===== src/rtl/dm_arbiter.sv =====
// Data-memory arbiter between the CPU MEM stage and an external loader/debug port.
// CPU has fixed priority; EXT is forced ahead after STARVE_MAX consecutive CPU wins in conflict.
module dm_arbiter #(
    parameter int unsigned STARVE_MAX = 4,
    parameter int unsigned AW         = 32
) (
    input  logic          i_clk,
    input  logic          i_rst_n,
    input  logic          i_cpu_req,
    input  logic          i_cpu_we,
    input  logic [AW-1:0] i_cpu_addr,
    input  logic [31:0]   i_cpu_wdata,
    input  logic [2:0]    i_cpu_type,
    output logic          o_cpu_stall,
    output logic [31:0]   o_cpu_rdata,
    output logic          o_cpu_valid,
    input  logic          i_ext_req,
    input  logic          i_ext_we,
    input  logic [AW-1:0] i_ext_addr,
    input  logic [31:0]   i_ext_wdata,
    input  logic [2:0]    i_ext_type,
    output logic          o_ext_gnt,
    output logic [31:0]   o_ext_rdata,
    output logic          o_ext_valid,
    output logic          o_mem_store,
    output logic          o_mem_load,
    output logic [AW-1:0] o_mem_addr,
    output logic [31:0]   o_mem_wdata,
    output logic [2:0]    o_mem_type,
    input  logic [31:0]   i_mem_rdata
);

    localparam int unsigned CW = $clog2(STARVE_MAX + 2);

    typedef enum logic [1:0] {
        IDLE    = 2'd0,
        CPU_ACC = 2'd1,
        EXT_ACC = 2'd2
    } state_t;

    state_t          r_state;
    logic [CW-1:0]   r_starve_cnt;
    logic            r_cpu_valid;
    logic            r_ext_valid;
    logic [31:0]     r_cpu_rdata;
    logic [31:0]     r_ext_rdata;
    logic            r_mem_store;
    logic            r_mem_load;
    logic [AW-1:0]   r_mem_addr;
    logic [31:0]     r_mem_wdata;
    logic [2:0]      r_mem_type;

    logic            w_idle;
    logic            w_starved;
    logic            w_ext_pick;
    logic            w_ext_win;
    logic            w_cpu_win;

    assign w_idle     = (r_state == IDLE);
    assign w_starved  = (r_starve_cnt == CW'(STARVE_MAX));
    assign w_ext_pick = i_ext_req && (!i_cpu_req || w_starved);
    assign w_ext_win  = w_idle && w_ext_pick;
    assign w_cpu_win  = w_idle && i_cpu_req && !w_ext_pick;

    // Grant is gated by reset so it reads low while the block is held in reset
    assign o_ext_gnt   = i_rst_n && w_ext_win;
    assign o_cpu_stall = i_cpu_req && !r_cpu_valid;

    assign o_cpu_valid = r_cpu_valid;
    assign o_ext_valid = r_ext_valid;
    assign o_cpu_rdata = r_cpu_rdata;
    assign o_ext_rdata = r_ext_rdata;
    assign o_mem_store = r_mem_store;
    assign o_mem_load  = r_mem_load;
    assign o_mem_addr  = r_mem_addr;
    assign o_mem_wdata = r_mem_wdata;
    assign o_mem_type  = r_mem_type;

    // Arbitration FSM with registered memory command and completion outputs
    always_ff @(posedge i_clk or negedge i_rst_n) begin
        if (!i_rst_n) begin
            r_state      <= IDLE;
            r_starve_cnt <= '0;
            r_cpu_valid  <= 1'b0;
            r_ext_valid  <= 1'b0;
            r_cpu_rdata  <= 32'h0000_0000;
            r_ext_rdata  <= 32'h0000_0000;
            r_mem_store  <= 1'b0;
            r_mem_load   <= 1'b0;
            r_mem_addr   <= '0;
            r_mem_wdata  <= 32'h0000_0000;
            r_mem_type   <= 3'd0;
        end else begin
            r_cpu_valid <= 1'b0;
            r_ext_valid <= 1'b0;
            r_mem_store <= 1'b0;
            r_mem_load  <= 1'b0;
            case (r_state)
                IDLE: begin
                    if (w_ext_win) begin
                        r_state      <= EXT_ACC;
                        r_starve_cnt <= '0;
                        r_mem_store  <= i_ext_we;
                        r_mem_load   <= !i_ext_we;
                        r_mem_addr   <= i_ext_addr;
                        r_mem_wdata  <= i_ext_wdata;
                        r_mem_type   <= i_ext_type;
                    end else if (w_cpu_win) begin
                        r_state     <= CPU_ACC;
                        r_mem_store <= i_cpu_we;
                        r_mem_load  <= !i_cpu_we;
                        r_mem_addr  <= i_cpu_addr;
                        r_mem_wdata <= i_cpu_wdata;
                        r_mem_type  <= i_cpu_type;
                        // Only a conflict the CPU wins counts toward EXT starvation
                        if (i_ext_req && !w_starved) begin
                            r_starve_cnt <= r_starve_cnt + CW'(1);
                        end else begin
                            r_starve_cnt <= r_starve_cnt;
                        end
                    end else begin
                        r_state <= IDLE;
                    end
                end
                CPU_ACC: begin
                    r_state     <= IDLE;
                    r_cpu_valid <= 1'b1;
                    if (r_mem_load) begin
                        r_cpu_rdata <= i_mem_rdata;
                    end else begin
                        r_cpu_rdata <= r_cpu_rdata;
                    end
                end
                EXT_ACC: begin
                    r_state     <= IDLE;
                    r_ext_valid <= 1'b1;
                    if (r_mem_load) begin
                        r_ext_rdata <= i_mem_rdata;
                    end else begin
                        r_ext_rdata <= r_ext_rdata;
                    end
                end
                default: begin
                    r_state <= IDLE;
                end
            endcase
        end
    end

endmodule


===== config.mk =====
export PLATFORM = sky130hd
export DESIGN_NAME = dm_arbiter
export DESIGN_NICKNAME = d
export VERILOG_FILES = /design/src/rtl/dm_arbiter.sv
export SDC_FILE = /design/constraint.sdc
export NUM_CORES = 1
export LEC_CHECK = 0
export BUFFER_PORTS_ARGS = -buffer_cell sky130_fd_sc_hd__buf_2
export CORE_ASPECT_RATIO = 0.7
export CORE_UTILIZATION = 41
export CTS_BUF_LIST = sky130_fd_sc_hd__clkbuf_4
export CTS_CLUSTER_SIZE = 10
export DETAILED_ROUTE_END_ITERATION = 6
export HOLD_SLACK_MARGIN = 0.12
export PLACE_DENSITY = 0.72
export SLEW_MARGIN = 20
export SYNTH_ARGS = -nofsm -noshare
export SYNTH_HDL_FRONTEND = slang
export SYNTH_SLANG_ARGS = --single-unit

===== constraint.sdc =====
create_clock -name i_clk -period 2.15 [get_ports i_clk]
set_clock_uncertainty 0.1 [all_clocks]
set_input_delay 0 -clock i_clk [delete_from_list [all_inputs] [get_ports i_clk]]
set_output_delay 0 -clock i_clk [all_outputs]
set_load 0.1 [all_outputs]

==> results.yml, run 1 <==
run_status:
  status: "aborted with a tool error"
  stop_stage: "clock tree synthesis"
  error_line: "[ERROR RSZ-0060] Max buffer count reached."
cts:
  cts_root_buf: "clkbuf_4"
  hold_buffers: 182
  clockBufferDepth: 2
  ctsHtreeMaxLevel: 4
  post_cts_resized: 3
  cts_made_buffers: 17
  clock-sinks: 140
  postCtsSetupBuffers: 0
logic_synthesis:
  synthArstFlopShare_pct: 100
  ys_ff_latch: 140
  synth_warnings: 0
  ys_seq_area_share_pct: 59.8
  synth_top_cell_area_share_pct: 59.8
  synth_ff_type: "dfrtp_1"
  syn_nets: 578
  synth_area_leaders: "dfrtp_1 60%, mux2_2 12%, a221o_1 11%, nor3b_1 7.8%, buf_6 1.9%"
  synth_cell_types: 25
  syn_area_um2: 5850
  syn_area_per_cell_um2: 14.5
  ys_top_cells_by_count: "140 x dfrtp_1, 67 x a221o_1, 64 x mux2_2, 61 x nor3b_1, 16 x clkbuf_1"
  yosysMostFrequentCell: "dfrtp_1"
  syn_inst: 404
  yosysTopAreaCell: "dfrtp_1"
  synth_edf_count: 0
die:
  ios: 309
  start_util_pct: 42.1
  die_w_um: 145
  num_rows: 36
  die_y_um: 102
placement:
  io_buffers: 308
  hpwlAfterDp_um: 11500
  place_congestion: 0.781
  place_inst: 876
==> per-stage QoR <==
| stage | worst slack (ns) | cell area, um2 | utilization (%) | hold slack (ns) |
|---|---|---|---|---|
| floorplan | 0.172 | 5860 | - | -0.396 |
| global placement | 0.297 | 7570 | 54.4 | 0.112 |
| detailed placement | 0.222 | 7570 | 54.4 | 0.108 |
==> logic make-up after synthesis <==
kind of cell | count (synthesis) | synth area share (%)
AO/OA/AOI/OAI | 74 | 12.2
buffers and inverters | 38 | 4.06
multiplexers | 65 | 12.5
flip-flops | 140 | 59.8
adder cells (fa/ha/maj) | 2 | 0.427
AND/OR/NAND/NOR | 85 | 11.0
==> run 2: changes to the inputs <==
==> config.mk (replaced) <==
export PLATFORM = sky130hd
export DESIGN_NAME = dm_arbiter
export DESIGN_NICKNAME = d
export VERILOG_FILES = /design/src/rtl/dm_arbiter.sv
export SDC_FILE = /design/constraint.sdc
export NUM_CORES = 1
export LEC_CHECK = 0
export BUFFER_PORTS_ARGS = -buffer_cell sky130_fd_sc_hd__buf_2
export CORE_UTILIZATION = 26
export DETAILED_ROUTE_END_ITERATION = 6
export PLACE_DENSITY_LB_ADDON = 0.15
export SLEW_MARGIN = 20
export SYNTH_ARGS = -nofsm -noshare
export SYNTH_HDL_FRONTEND = slang
export SYNTH_SLANG_ARGS = --single-unit
==> results.yml, run 2 <==
run_status:
  status: "complete, but fails checks"
  violations: "design-rule violations"
cts:
  cts_tree: "done"
  clock-sinks: 140
  cts_made_buffers: 17
  clock_latency_ns: 0.41
  clockBufferDepth: 2
  path_clk_slew_ns: 0.06
  cts_root_buf: "clkbuf_16"
  ctsHtreeMaxLevel: 4
die:
  num_rows: 54
  dieArea_um2: 23100
  die_w_um: 152
  start_util_pct: 26.7
  core_um2: 22000
  ios: 309
  die_y_um: 152
route:
  firstDrtPassIters: 7
  wirelength_um: 20000
  via_per_inst: 4.68
  postRouteAntennaNets: 0
  drtIter0Drc: 329
  drt-wirelength-per-cell_um: 17.0
  top_layer: "met4"
  vias: 5503
  drt-met1-wl_um: 8640
  routed-wl-met2_um: 9320
  drc: 42
  met3_length_um: 1460
timing:
  fmax_ghz: 0.505
  slew_violations: 0
  slew_headroom_pct: 63.8
  setup_viol: 0
  rsz0062_at_grt: "false"
  fin_crit_ns: 1.98
  fin_tns_setup_ns: 0
  post-route-period-util_pct: 92.0
  tightestPinTransition_ns: 0.544
  setup_ws_ns: 0.172
  hold_viol_final: 0
setup_path:
  cp_max_fo: 19
  cpPeakStageDelay_ns: 0.55
  worstSetupEndpointType: "flip-flop"
  arrival_ns: 2.22
  cp_slowest_cell: "dlygate4sd3_1"
  required_ns: 2.40
  r2r_cells: 7
  startpoint_type: "flip-flop"
  crit_start: "r_starve_cnt[0]"
  crit_chain: "inv_1 > ha_2 > a21boi_4 > buf_12 > nor2_4 > mux2i_1 > dlygate4sd3_1"
  critPathKind: "reg2reg"
  rr_startpoint: "r_starve_cnt[0]"
job:
  max-cap-violations: 0
logic_synthesis:
  yosysMostFrequentCell: "dfrtp_1"
  synth_edf_count: 0
  syn_inst: 404
  synth_area_leaders: "dfrtp_1 60%, mux2_2 12%, a221o_1 11%, nor3b_1 7.8%, buf_6 1.9%"
  ys_seq_area_share_pct: 59.8
  synth_warnings: 0
  yosysTopAreaCell: "dfrtp_1"
  synthArstFlopShare_pct: 100
  syn_area_per_cell_um2: 14.5
  synth_top_cell_area_share_pct: 59.8
  syn_area_um2: 5850
  ys_top_cells_by_count: "140 x dfrtp_1, 67 x a221o_1, 64 x mux2_2, 61 x nor3b_1, 16 x clkbuf_1"
  ys_ff_latch: 140
  synth_cell_types: 25
  synth_ff_type: "dfrtp_1"
  syn_nets: 578
global_route:
  grt_pass1_vias: 5919
  grt_pass1_wl_um: 31800
  overflow: 0
  grtUsageTotal_pct: 17.7
  grt_max_degree: 65
  grt_antenna_before_repair: 1
finish:
  fillers: 1975
  final_nets: 1058
  final_common_cell: "buf_2"
  regArea_um2: 3500
  n_antenna_cell: 0
  drive_above_1_share_pct: 48.2
  syn2layout_area_growth_pct: 73.3
  final_cell_mix: "306 x buf_2, 173 x dlygate4sd3_1, 140 x dfrtp_1"
  multi_input_area_um2: 2150
power:
  total_power_w: 0.0170
  powerDensity_nw_per_um2: 1670
  ir_worst_vdd_uv: 960
  leakage_nw: 4.73
min_path:
  hold_class: "in2async"
placement:
  place_congestion: 0.720
  hpwlAfterDp_um: 12500
  post-place-ws_ns: 0.254
  io_buffers: 308
==> run 2: logic make-up after synthesis <==
group / synth area share, %
fa+ha+maj: 0.427
compound gates: 12.2
mux: 12.5
buf+inv: 4.06
simple gates: 11.0
flops: 59.8
==> run 2: stage by stage <==
stage	hold WS (ns)	instance area, um2	std cells	util [%]
floorplan	-0.396	5860	404	-
global placement	-0.105	7740	968	35.2
detailed placement	-0.102	7740	968	35.2
CTS	0.0274	10100	1176	46.2
global route	0.0835	10100	1176	46.2
finish	0.0286	10100	1176	46.2
==> run 2: power by group <==
group	switching [W]	internal, W	total (W)
Sequential	0.000504	0.00357	0.00408
Combinational	0.00808	0.00177	0.00985
Clock	0.00114	0.00192	0.00306
==> run 2: routing by layer <==
metal	vias to the layer above	track usage, %
met2	282	28.8
met5	-	0
met1	2654	21.9
li1	2525	-
met3	42	4.42
met4	0	8.36
==> run 2: final timing paths <==
kind	to	slack [ns]
max	o_mem_load	0.17
min	o_ext_rdata[11]	0.03
max reg2reg	o_mem_load	0.17
min reg2reg	o_ext_rdata[23]	0.40
max in group asynchronous	o_mem_wdata[1]	1.16
min in group i_clk	o_mem_wdata[3]	0.25
==> run 2: final cells by class <==
cell class,count,share of cell area (%)
Timing Repair Buffer,496,34.7
Sequential cell,140,34.5
Multi-Input combinational cell,227,21.2
Clock buffer,22,4.67
Tap cell,280,3.45
Clock inverter,9,1.34
Inverter,2,0.0740
==> run 2: repair_timing <==
action,in CTS,in global routing
setup buffers,2,0
hold buffers,173,0
setup endpoints to repair,1,2
gates cloned,2,0
hold endpoints to repair,276,0
pin swaps,2,0
resized for setup,0,2
==> run 2: critical path: cells and delay by family (launching register included) <==
kind / cells / cell delay [ns]
buffers and inverters: 3 / 0.78
flip-flops: 1 / 0.41
adder cells (fa/ha/maj): 1 / 0.22
multiplexers: 1 / 0.18
AND/OR/NAND/NOR: 1 / 0.13
AO/OA/AOI/OAI: 1 / 0.07
Note: power is estimated with default switching activity, not from simulation.
==> run 3: changes to the inputs <==
--- a/config.mk
+++ b/config.mk
@@ -5,7 +5,7 @@
 export SDC_FILE = /design/constraint.sdc
 export NUM_CORES = 1
 export LEC_CHECK = 0
-export BUFFER_PORTS_ARGS = -buffer_cell sky130_fd_sc_hd__buf_2
+export BUFFER_PORTS_ARGS = -buffer_cell sky130_fd_sc_hd__buf_4
 export CORE_UTILIZATION = 26
 export DETAILED_ROUTE_END_ITERATION = 6
 export PLACE_DENSITY_LB_ADDON = 0.15
==> results.yml, run 3 (synthesized netlist as in run 2, its figures left out) <==
route:
  wirelength_um: 20700
  drt-wirelength-per-cell_um: 17.5
  vias: 5459
  drc: 42
  postRouteAntennaNets: 0
  via_per_inst: 4.64
  firstDrtPassIters: 6
  drtIter0Drc: 255
finish:
  final_cell_mix: "316 x buf_4, 172 x dlygate4sd3_1, 140 x dfrtp_1"
  multi_input_area_um2: 2150
  n_antenna_cell: 0
  drive_above_1_share_pct: 48.4
  regArea_um2: 3500
  syn2layout_area_growth_pct: 85.2
  final_nets: 1058
  fillers: 1991
  final_common_cell: "buf_4"
power:
  total_power_w: 0.0175
  powerDensity_nw_per_um2: 1610
  leakage_nw: 4.96
  ir_worst_vdd_uv: 718
cts:
  cts_root_buf: "clkbuf_16"
  clock-sinks: 140
  path_clk_slew_ns: 0.06
  clockBufferDepth: 2
  clock_latency_ns: 0.41
  cts_tree: "done"
  cts_made_buffers: 17
  ctsHtreeMaxLevel: 4
die:
  num_rows: 54
  die_w_um: 152
  core_um2: 22000
  dieArea_um2: 23100
  die_y_um: 152
  ios: 309
  start_util_pct: 26.7
run_status:
  violations: "design-rule violations"
  status: "complete, but fails checks"
setup_path:
  critPathKind: "reg2out"
  cp_max_fo: 13
  worstSetupEndpointType: "output pin"
  arrival_ns: 1.94
  r2r_end: "o_mem_load"
  cpPeakStageDelay_ns: 0.52
  startpoint_type: "flip-flop"
  required_ns: 2.05
  reg2reg_slack_ns: 0.13
  crit_chain: "or3b_4 > nor2_4 > and2_1 > buf_8"
  cp_slowest_cell: "or3b_4"
  r2r_cells: 4
  rr_startpoint: "r_state[0]"
global_route:
  grt_max_degree: 47
  met1_usage_pct: 22.2
  grt_pass1_vias: 6102
  grt_antenna_before_repair: 0
  grt_busiest_layer: "met2"
  grtUsageMet2_pct: 31.0
  overflow: 0
  grtUsageMet3_pct: 4.65
  grtUsageTotal_pct: 18.2
  grt_pass1_wl_um: 32900
timing:
  slew_violations: 0
  fmax_ghz: 0.491
  setup_ws_ns: 0.114
  holdWs_ns: 0.0553
  setup_viol: 0
  tightestPinTransition_ns: 0.455
  slew_headroom_pct: 69.7
  post-route-period-util_pct: 94.7
  rsz0062_at_grt: "false"
  fin_crit_ns: 2.04
  fin_tns_setup_ns: 0
  hold_viol_final: 0
min_path:
  hold_class: "in2async"
placement:
  place_congestion: 0.725
  hpwlAfterDp_um: 13300
  post-place-ws_ns: 0.271
  io_buffers: 308
job:
  max-cap-violations: 0
[run 3: critical path, delay by kind of cell (launching register included)]
family | cells | cell delay (ns)
flip-flops | 1 | 0.41
buffers and inverters | 1 | 0.21
AND/OR/NAND/NOR | 3 | 0.90
[run 3: per-layer routing]
| layer | up-vias | wire length [um] |
|---|---|---|
| li1 | 2520 | - |
| met1 | 2649 | 8820 |
| met2 | 255 | 10000 |
| met3 | 35 | 1350 |
| met4 | 0 | 450 |
| met5 | - | 0 |
[run 3: final cells by class]
cell class              count  area share, %
clock buffers              20           4.12
clock inverters            12           1.06
well taps                 280           3.23
repair buffers            497           39.4
multi-input cells         226           19.8
inverters                   2         0.0692
flip-flops and latches    140           32.3
[run 3: how the worst max path moves through the flow]
stage | startpoint | to | slack (ns)
2_1_floorplan | r_state[0] | o_ext_gnt | 0.17
3_3_place_gp | r_starve_cnt[0] | o_mem_wdata[20] | 0.31
3_5_place_dp | r_starve_cnt[0] | o_mem_wdata[13] | 0.27
4_1_cts | r_state[0] | o_ext_gnt | 0.03
5_1_grt | r_state[0] | o_ext_gnt | 0.04
6_report | r_state[0] | o_ext_gnt | 0.11
[run 3: metrics by stage]
stage	util (%)	instances	area (um2)
2_1_floorplan	-	404	5860
3_3_place_gp	38.6	970	8480
3_5_place_dp	38.6	970	8480
4_1_cts	49.3	1177	10800
5_1_grt	49.4	1177	10800
6_report	49.4	1177	10800
[run 3: power breakdown]
group	switching [W]	internal, W	total (W)
sequential	0.000562	0.00358	0.00414
combinational	0.00810	0.00240	0.0105
clock	0.00118	0.00163	0.00282
[run 3: repair_timing]
item	in CTS	in global routing
gates cloned	1	0
hold buffers	173	0
pin swaps	1	0
endpoints found under the hold margin	276	0
resized for setup	1	3
setup buffers	1	0
endpoints found under the setup margin	1	2
